**src/rtl/wb_pkg.sv**
```systemverilog
// Shared definitions for the writeback queue: opcodes, load funct3 codes
// and the queue entry layout. Entry fields are sized for the widest
// supported datapath; narrower instances zero-fill the upper bits.
package wb_pkg;

  localparam int XLEN_MAX = 64;
  localparam int OFFW_MAX = 3;

  // Opcodes that change how an entry retires or what it writes back
  localparam logic [6:0] OP_LOAD   = 7'b0000011;
  localparam logic [6:0] OP_JAL    = 7'b1101111;
  localparam logic [6:0] OP_JALR   = 7'b1100111;
  localparam logic [6:0] OP_STORE  = 7'b0100011;
  localparam logic [6:0] OP_BRANCH = 7'b1100011;

  // Load size/sign selects
  localparam logic [2:0] F3_LB  = 3'b000;
  localparam logic [2:0] F3_LH  = 3'b001;
  localparam logic [2:0] F3_LW  = 3'b010;
  localparam logic [2:0] F3_LD  = 3'b011;
  localparam logic [2:0] F3_LBU = 3'b100;
  localparam logic [2:0] F3_LHU = 3'b101;
  localparam logic [2:0] F3_LWU = 3'b110;

  typedef struct packed {
    logic [XLEN_MAX-1:0] pc;
    logic [6:0]          opcode;
    logic [4:0]          rd;
    logic [2:0]          funct3;
    logic [OFFW_MAX-1:0] addr_lo;
    logic [XLEN_MAX-1:0] alu_res;
  } wb_entry_t;

endpackage

```
**src/rtl/wb_load_align.sv**
```systemverilog
// Load data aligner: shifts the raw bus word down by the byte offset,
// then sign- or zero-extends according to funct3. Misaligned accesses
// return 0 with misalign set; illegal funct3 codes return 0 silently.
module wb_load_align
  import wb_pkg::*;
#(
  parameter int XLEN = 32,
  localparam int OFFW = $clog2(XLEN / 8)
) (
  input  logic [XLEN-1:0] raw,
  input  logic [OFFW-1:0] addr_lo,
  input  logic [2:0]      funct3,
  output logic [XLEN-1:0] data,
  output logic            misalign
);

  logic [XLEN-1:0] shifted;

  assign shifted = raw >> {addr_lo, 3'b000};

  // Size, sign and alignment decode for the selected load type.
  always_comb begin
    // NOTE: every output gets a default before the case so no path leaves it unassigned (no latch).
    data     = '0;
    misalign = 1'b0;
    case (funct3)
      F3_LB:  data = XLEN'($signed(shifted[7:0]));
      F3_LBU: data = XLEN'(shifted[7:0]);
      F3_LH: begin
        if (addr_lo[0]) misalign = 1'b1;
        else            data = XLEN'($signed(shifted[15:0]));
      end
      F3_LHU: begin
        if (addr_lo[0]) misalign = 1'b1;
        else            data = XLEN'(shifted[15:0]);
      end
      F3_LW: begin
        if (addr_lo[1:0] != 2'b00) misalign = 1'b1;
        else                       data = XLEN'($signed(shifted[31:0]));
      end
      F3_LWU: begin
        if (XLEN == 64) begin
          if (addr_lo[1:0] != 2'b00) misalign = 1'b1;
          else                       data = XLEN'(shifted[31:0]);
        end
      end
      F3_LD: begin
        if (XLEN == 64) begin
          if (addr_lo != '0) misalign = 1'b1;
          else               data = shifted;
        end
      end
      default: ;
    endcase
  end

endmodule

```
**src/rtl/writeback_queue.sv**
```systemverilog
// In-order writeback queue between the memory stage and the register file.
// Holds up to DEPTH retiring instructions; a load at the head waits for its
// memory response, everything else retires as soon as it reaches the head.
// One registered register-file write per cycle.
// Optional feature: define WB_BYPASS_EN to drive byp_* with the retiring
// result one cycle ahead of wb_*; otherwise byp_* are tied to 0.
module writeback_queue
  import wb_pkg::*;
#(
  parameter int XLEN  = 32,
  parameter int DEPTH = 4,
  localparam int OFFW = $clog2(XLEN / 8),
  localparam int CNTW = $clog2(DEPTH) + 1
) (
  input  logic            clock,
  input  logic            reset,
  input  logic            in_valid,
  output logic            in_ready,
  input  logic [XLEN-1:0] in_pc,
  input  logic [6:0]      in_opcode,
  input  logic [4:0]      in_rd,
  input  logic [2:0]      in_funct3,
  input  logic [OFFW-1:0] in_addr_lo,
  input  logic [XLEN-1:0] in_alu_res,
  input  logic            mem_rsp_valid,
  output logic            mem_rsp_ready,
  input  logic [XLEN-1:0] mem_rsp_data,
  output logic            wb_enable,
  output logic [4:0]      wb_rd,
  output logic [XLEN-1:0] wb_data,
  output logic            wb_misalign,
  output logic [CNTW-1:0] occupancy,
  output logic            byp_valid,
  output logic [4:0]      byp_rd,
  output logic [XLEN-1:0] byp_data
);

  localparam int PTRW = $clog2(DEPTH);

  wb_entry_t       mem [DEPTH];
  wb_entry_t       in_entry;
  wb_entry_t       head;
  logic [PTRW-1:0] head_ptr;
  logic [PTRW-1:0] tail_ptr;
  logic [CNTW-1:0] count;
  logic [CNTW-1:0] count_next;
  logic            ready_q;
  logic            empty;
  logic            head_is_load;
  logic            push;
  logic            pop;
  logic            no_write;
  logic            wb_we;
  logic [XLEN-1:0] load_data;
  logic            load_misalign;
  logic [XLEN-1:0] result;
  logic            unused_head;

  assign empty         = (count == '0);
  assign head          = mem[head_ptr];
  assign head_is_load  = (head.opcode == OP_LOAD);
  assign push          = in_valid && ready_q;
  assign pop           = !empty && (!head_is_load || mem_rsp_valid);
  assign mem_rsp_ready = !empty && head_is_load;
  assign in_ready      = ready_q;
  assign occupancy     = count;
  // Upper bits of the wide entry are unused on narrow datapaths.
  assign unused_head   = ^head;

  // Pack the incoming instruction into a queue entry.
  always_comb begin
    in_entry         = '0;
    in_entry.pc      = XLEN_MAX'(in_pc);
    in_entry.opcode  = in_opcode;
    in_entry.rd      = in_rd;
    in_entry.funct3  = in_funct3;
    in_entry.addr_lo = OFFW_MAX'(in_addr_lo);
    in_entry.alu_res = XLEN_MAX'(in_alu_res);
  end

  // Entry storage, written at the tail on every accepted push.
  // NOTE: the storage array is deliberately not reset; pointers and count alone define which entries are valid.
  always_ff @(posedge clock) begin
    if (push) mem[tail_ptr] <= in_entry;
  end

  // Next occupancy: push and pop together leave it unchanged.
  always_comb begin
    count_next = count;
    if (push && !pop)      count_next = count + 1'b1;
    else if (pop && !push) count_next = count - 1'b1;
  end

  // Queue pointers, occupancy and the registered accept flag.
  always_ff @(posedge clock or posedge reset) begin
    // NOTE: sequential state uses non-blocking assignments so every register samples pre-edge values.
    if (reset) begin
      head_ptr <= '0;
      tail_ptr <= '0;
      count    <= '0;
      ready_q  <= 1'b0;
    end else begin
      if (push) tail_ptr <= tail_ptr + 1'b1;
      if (pop)  head_ptr <= head_ptr + 1'b1;
      count   <= count_next;
      ready_q <= (count_next != CNTW'(DEPTH));
    end
  end

  wb_load_align #(.XLEN(XLEN)) u_align (
    .raw      (mem_rsp_data),
    .addr_lo  (head.addr_lo[OFFW-1:0]),
    .funct3   (head.funct3),
    .data     (load_data),
    .misalign (load_misalign)
  );

  // Result select for the head entry by instruction class.
  always_comb begin
    result = head.alu_res[XLEN-1:0];
    if (head.opcode == OP_JAL || head.opcode == OP_JALR) result = head.pc[XLEN-1:0] + XLEN'(4);
    else if (head_is_load)                              result = load_data;
  end

  assign no_write = (head.opcode == OP_STORE) || (head.opcode == OP_BRANCH);
  assign wb_we    = pop && (head.rd != 5'd0) && !no_write;

  // Register-file write port: strobes every cycle, address/data only on a write.
  always_ff @(posedge clock or posedge reset) begin
    if (reset) begin
      wb_enable   <= 1'b0;
      wb_rd       <= '0;
      wb_data     <= '0;
      wb_misalign <= 1'b0;
    end else begin
      wb_enable   <= wb_we;
      wb_misalign <= pop && head_is_load && load_misalign;
      if (wb_we) begin
        wb_rd   <= head.rd;
        wb_data <= result;
      end
    end
  end

`ifdef WB_BYPASS_EN
  assign byp_valid = wb_we;
  assign byp_rd    = head.rd;
  assign byp_data  = result;
`else
  assign byp_valid = 1'b0;
  assign byp_rd    = '0;
  assign byp_data  = '0;
`endif

endmodule
```
**config.mk**
```make
export PLATFORM = sky130hd
export DESIGN_NAME = writeback_queue
export DESIGN_NICKNAME = d
export VERILOG_FILES = /design/src/rtl/wb_pkg.sv /design/src/rtl/wb_load_align.sv /design/src/rtl/writeback_queue.sv
export SDC_FILE = /design/constraint.sdc
export NUM_CORES = 1
export LEC_CHECK = 0
export ABC_CLOCK_PERIOD_IN_PS = 4380
export BUFFER_PORTS_ARGS = -buffer_cell sky130_fd_sc_hd__buf_2
export CAP_MARGIN = 20
export CORE_ASPECT_RATIO = 1.25
export CORE_UTILIZATION = 25
export DETAILED_ROUTE_END_ITERATION = 16
export GPL_TIMING_DRIVEN = 0
export PLACE_DENSITY = 0.47
export SKIP_LAST_GASP = 1
export SYNTH_ARGS = -nofsm -noshare
export SYNTH_HDL_FRONTEND = slang
export SYNTH_SLANG_ARGS = --single-unit
```
**constraint.sdc**
```tcl
create_clock -name clock -period 4.38 [get_ports clock]
set_input_delay 0.657 -clock clock [delete_from_list [all_inputs] [get_ports clock]]
set_output_delay 0.657 -clock clock [all_outputs]
set_load 0.02 [all_outputs]
```
==> flow_summary.toml <==
[timing]
fin_crit_sh_pct = 85.90
hold_violations = 0
rsz0062_at_grt = "false"
relSlewSlack_pct = 37.32
slew_violations = 0
tightestPinTransition_ps = 931.5
min_period_ps = 3763
fin_ws_ps = 617.5
finClkSkew_ps = 28.07
setup_viol = 0
clock.fmax_ghz = 0.2658
hold_slack_ps = 73.75

[power]
ir_drop_mv = 0.2916
leakage_nw = 6.750
power_w = 0.01347
p_per_area_nw_per_um2 = 698.3

[clock_tree]
cts_num_sinks = 371
cts_made_buffers = 38
cts_hold_buf = 0
clkTransAtPathRegs_ps = 60
post_cts_resize_count = 0
clockBufferDepth = 3
clock_latency_ps = 540
root_buffer = "clkbuf_16"
cts_tree = "done"
post_cts_buffers = 0
htreeDepth = 2

[placed_design]
dp_hpwl_um = 33210
place_congestion = 0.8405
portBuffers = 160
dpl.cell_count = 1965
dpl_worst_slack_ps = 622.3
placedInstanceArea_um2 = 18040

[drt]
viasPerCell = 4.563
postRouteAntennaNets = 0
drt_wl_total_um = 45220
top_layer_used = "met5"
wire_per_inst_um = 22.19
drt_first_pass_iters = 5
drc = 0
wl_met3_um = 2858
drt_iter0_drc = 718
vias = 9300
wl_met1_um = 18130
wl_met2_um = 22990

[setup_path]
endpoint_kind = "primary output"
worstPathArrival_ps = 3110
critPathRequiredTime_ps = 3720
cp_max_fo = 10
path_class = "reg -> out"
cp-start-kind = "flip-flop"

[global_routing]
grt_usage_pct = 13.91
grt_overflow = 0
grt_pass1_vias = 9291
grt_max_degree = 48
antenna_found_initial = 20
grt_pass1_wl_um = 64810

[logic_synthesis]
synth_top_area_share_pct = 61.18
synth_edf_count = 324
ys_seq_elements = 371
synth_cell_types = 75
yosysWarnings = 0
syn_area_um2 = 15900
postSynthAreaPerCell_um2 = 17.23
synthTopCellsByArea = "edfxtp_1 (61%), mux4_2 (10%), dfrtp_1 (7.4%)"
ys_seq_area_share_pct = 68.58
ys.flop_type = "edfxtp_1"
yosys.area.top_type = "edfxtp_1"
synthCells = 923
synthArstFlopShare_pct = 12.67

[final_layout]
mostFrequentLayoutCells = "edfxtp_1 (324), buf_2 (178), mux4_2 (74), dfrtp_1 (47)"
final_nets = 1290
multiInputGateArea_um2 = 4541
n_fill_cell = 6188
drive_gt1_share_pct = 32.41
area_growth_pct = 21.28
regArea_um2 = 10910
final_cells = 2038
final_common_cell = "edfxtp_1"
stdcell_area_um2 = 19290

[job]
drv_cap = 0

[floorplanning]
fp.dieW_um = 227.6
start_util_pct = 25.23
io_pins = 199
die_h_um = 284.0
rows = 103
core_um2 = 63020
die_area_um2 = 64620

[status]
status = "completed"

[worst_hold_path]
min_path_type = "in -> async"
sequential cells by signal, summed over array words and instances (netlist names):
| register | count |
|---|---|
| occupancy | 3 |
| tail_ptr | 2 |
| in_ready | 1 |
| wb_misalign | 1 |
| wb_rd | 5 |
| mem | 324 |
| head_ptr | 2 |
| wb_data | 32 |
| wb_enable | 1 |
report_power, final:
part	internal [W]	switching, W
clock network	0.00187	0.00135
registers	0.00472	0.000344
logic	0.00204	0.00314
total	0.00863	0.00484
cell families (layout without fill, tap and decap cells):
| kind of cell | count (synthesis) | count (layout) | synth area share, % |
|---|---|---|---|
| other cells | 1 | 42 | 0.02358 |
| compound gates | 132 | 132 | 5.949 |
| buf+inv | 100 | 334 | 3.863 |
| mux | 100 | 100 | 13.17 |
| fa+ha+maj | 8 | 8 | 0.6295 |
| simple gates | 195 | 195 | 6.901 |
| flops | 371 | 371 | 68.58 |
| xor+xnor | 16 | 16 | 0.8812 |
layout make-up:
class	instances	area share [%]
Antenna cell	4	0.05190
Buffer	88	2.952
Clock buffer	52	5.424
Clock inverter	17	0.9731
Inverter	12	0.2336
Multi-Input combinational cell	489	23.54
Sequential cell	371	56.55
Tap cell	840	5.450
Timing Repair Buffer	165	4.827
worst paths after layout:
kind | from | endpoint | slack [ps] | cells past startpoint
max | head_ptr[1]$_DFFE_PP0P_ | mem_rsp_ready | 620 | 7
max reg2reg | head_ptr[1]$_DFFE_PP0P_ | wb_data[0]$_DFFE_PP0P_ | 730 | 8
min in group clock | in_pc[19] | mem[2][68]$_DFFE_PP_ | 320 | 1
min reg2reg | wb_rd[2]$_DFFE_PP0P_ | wb_rd[2]$_DFFE_PP0P_ | 470 | 2
max in group asynchronous | reset | wb_data[8]$_DFFE_PP0P_ | 3750 | 3
min | reset | wb_misalign$_DFF_PP0_ | 70 | 2
cell usage after synthesis, drive strengths merged (11+ instances only):
| cell | number |
|---|---|
| mux2i | 12 |
| nor3 | 14 |
| dfrtp | 47 |
| nand3 | 13 |
| clkbuf | 20 |
| a211oi | 43 |
| and3 | 21 |
| nor2 | 37 |
| nor4 | 15 |
| mux4 | 84 |
| nor2b | 11 |
| nand2 | 36 |
| edfxtp | 324 |
| inv | 12 |
| o21ai | 41 |
| buf | 68 |
critical path, stage by stage, from the launching register on:
cell and delay [ps]:
dfrtp_1 400, buf_2 340, buf_2 360, mux4_2 390
or2_1 310, nand4b_4 350, nor2b_1 240, buf_2 190
metal layers:
layer  up-vias  global-route usage [%]
met1      4724                   17.07
met5         -                       0
li1       4168                       -
met4        26                   4.144
met2       301                   24.02
met3        81                   3.199
through the flow:
step                TNS [ps]  util (%)
floorplan                  0         -
global placement     -204400     28.39
detailed placement         0     28.63
CTS                        0     30.59
global route               0     30.60
finish                     0     30.60
No activity file was read; power rests on OpenSTA's default activity.
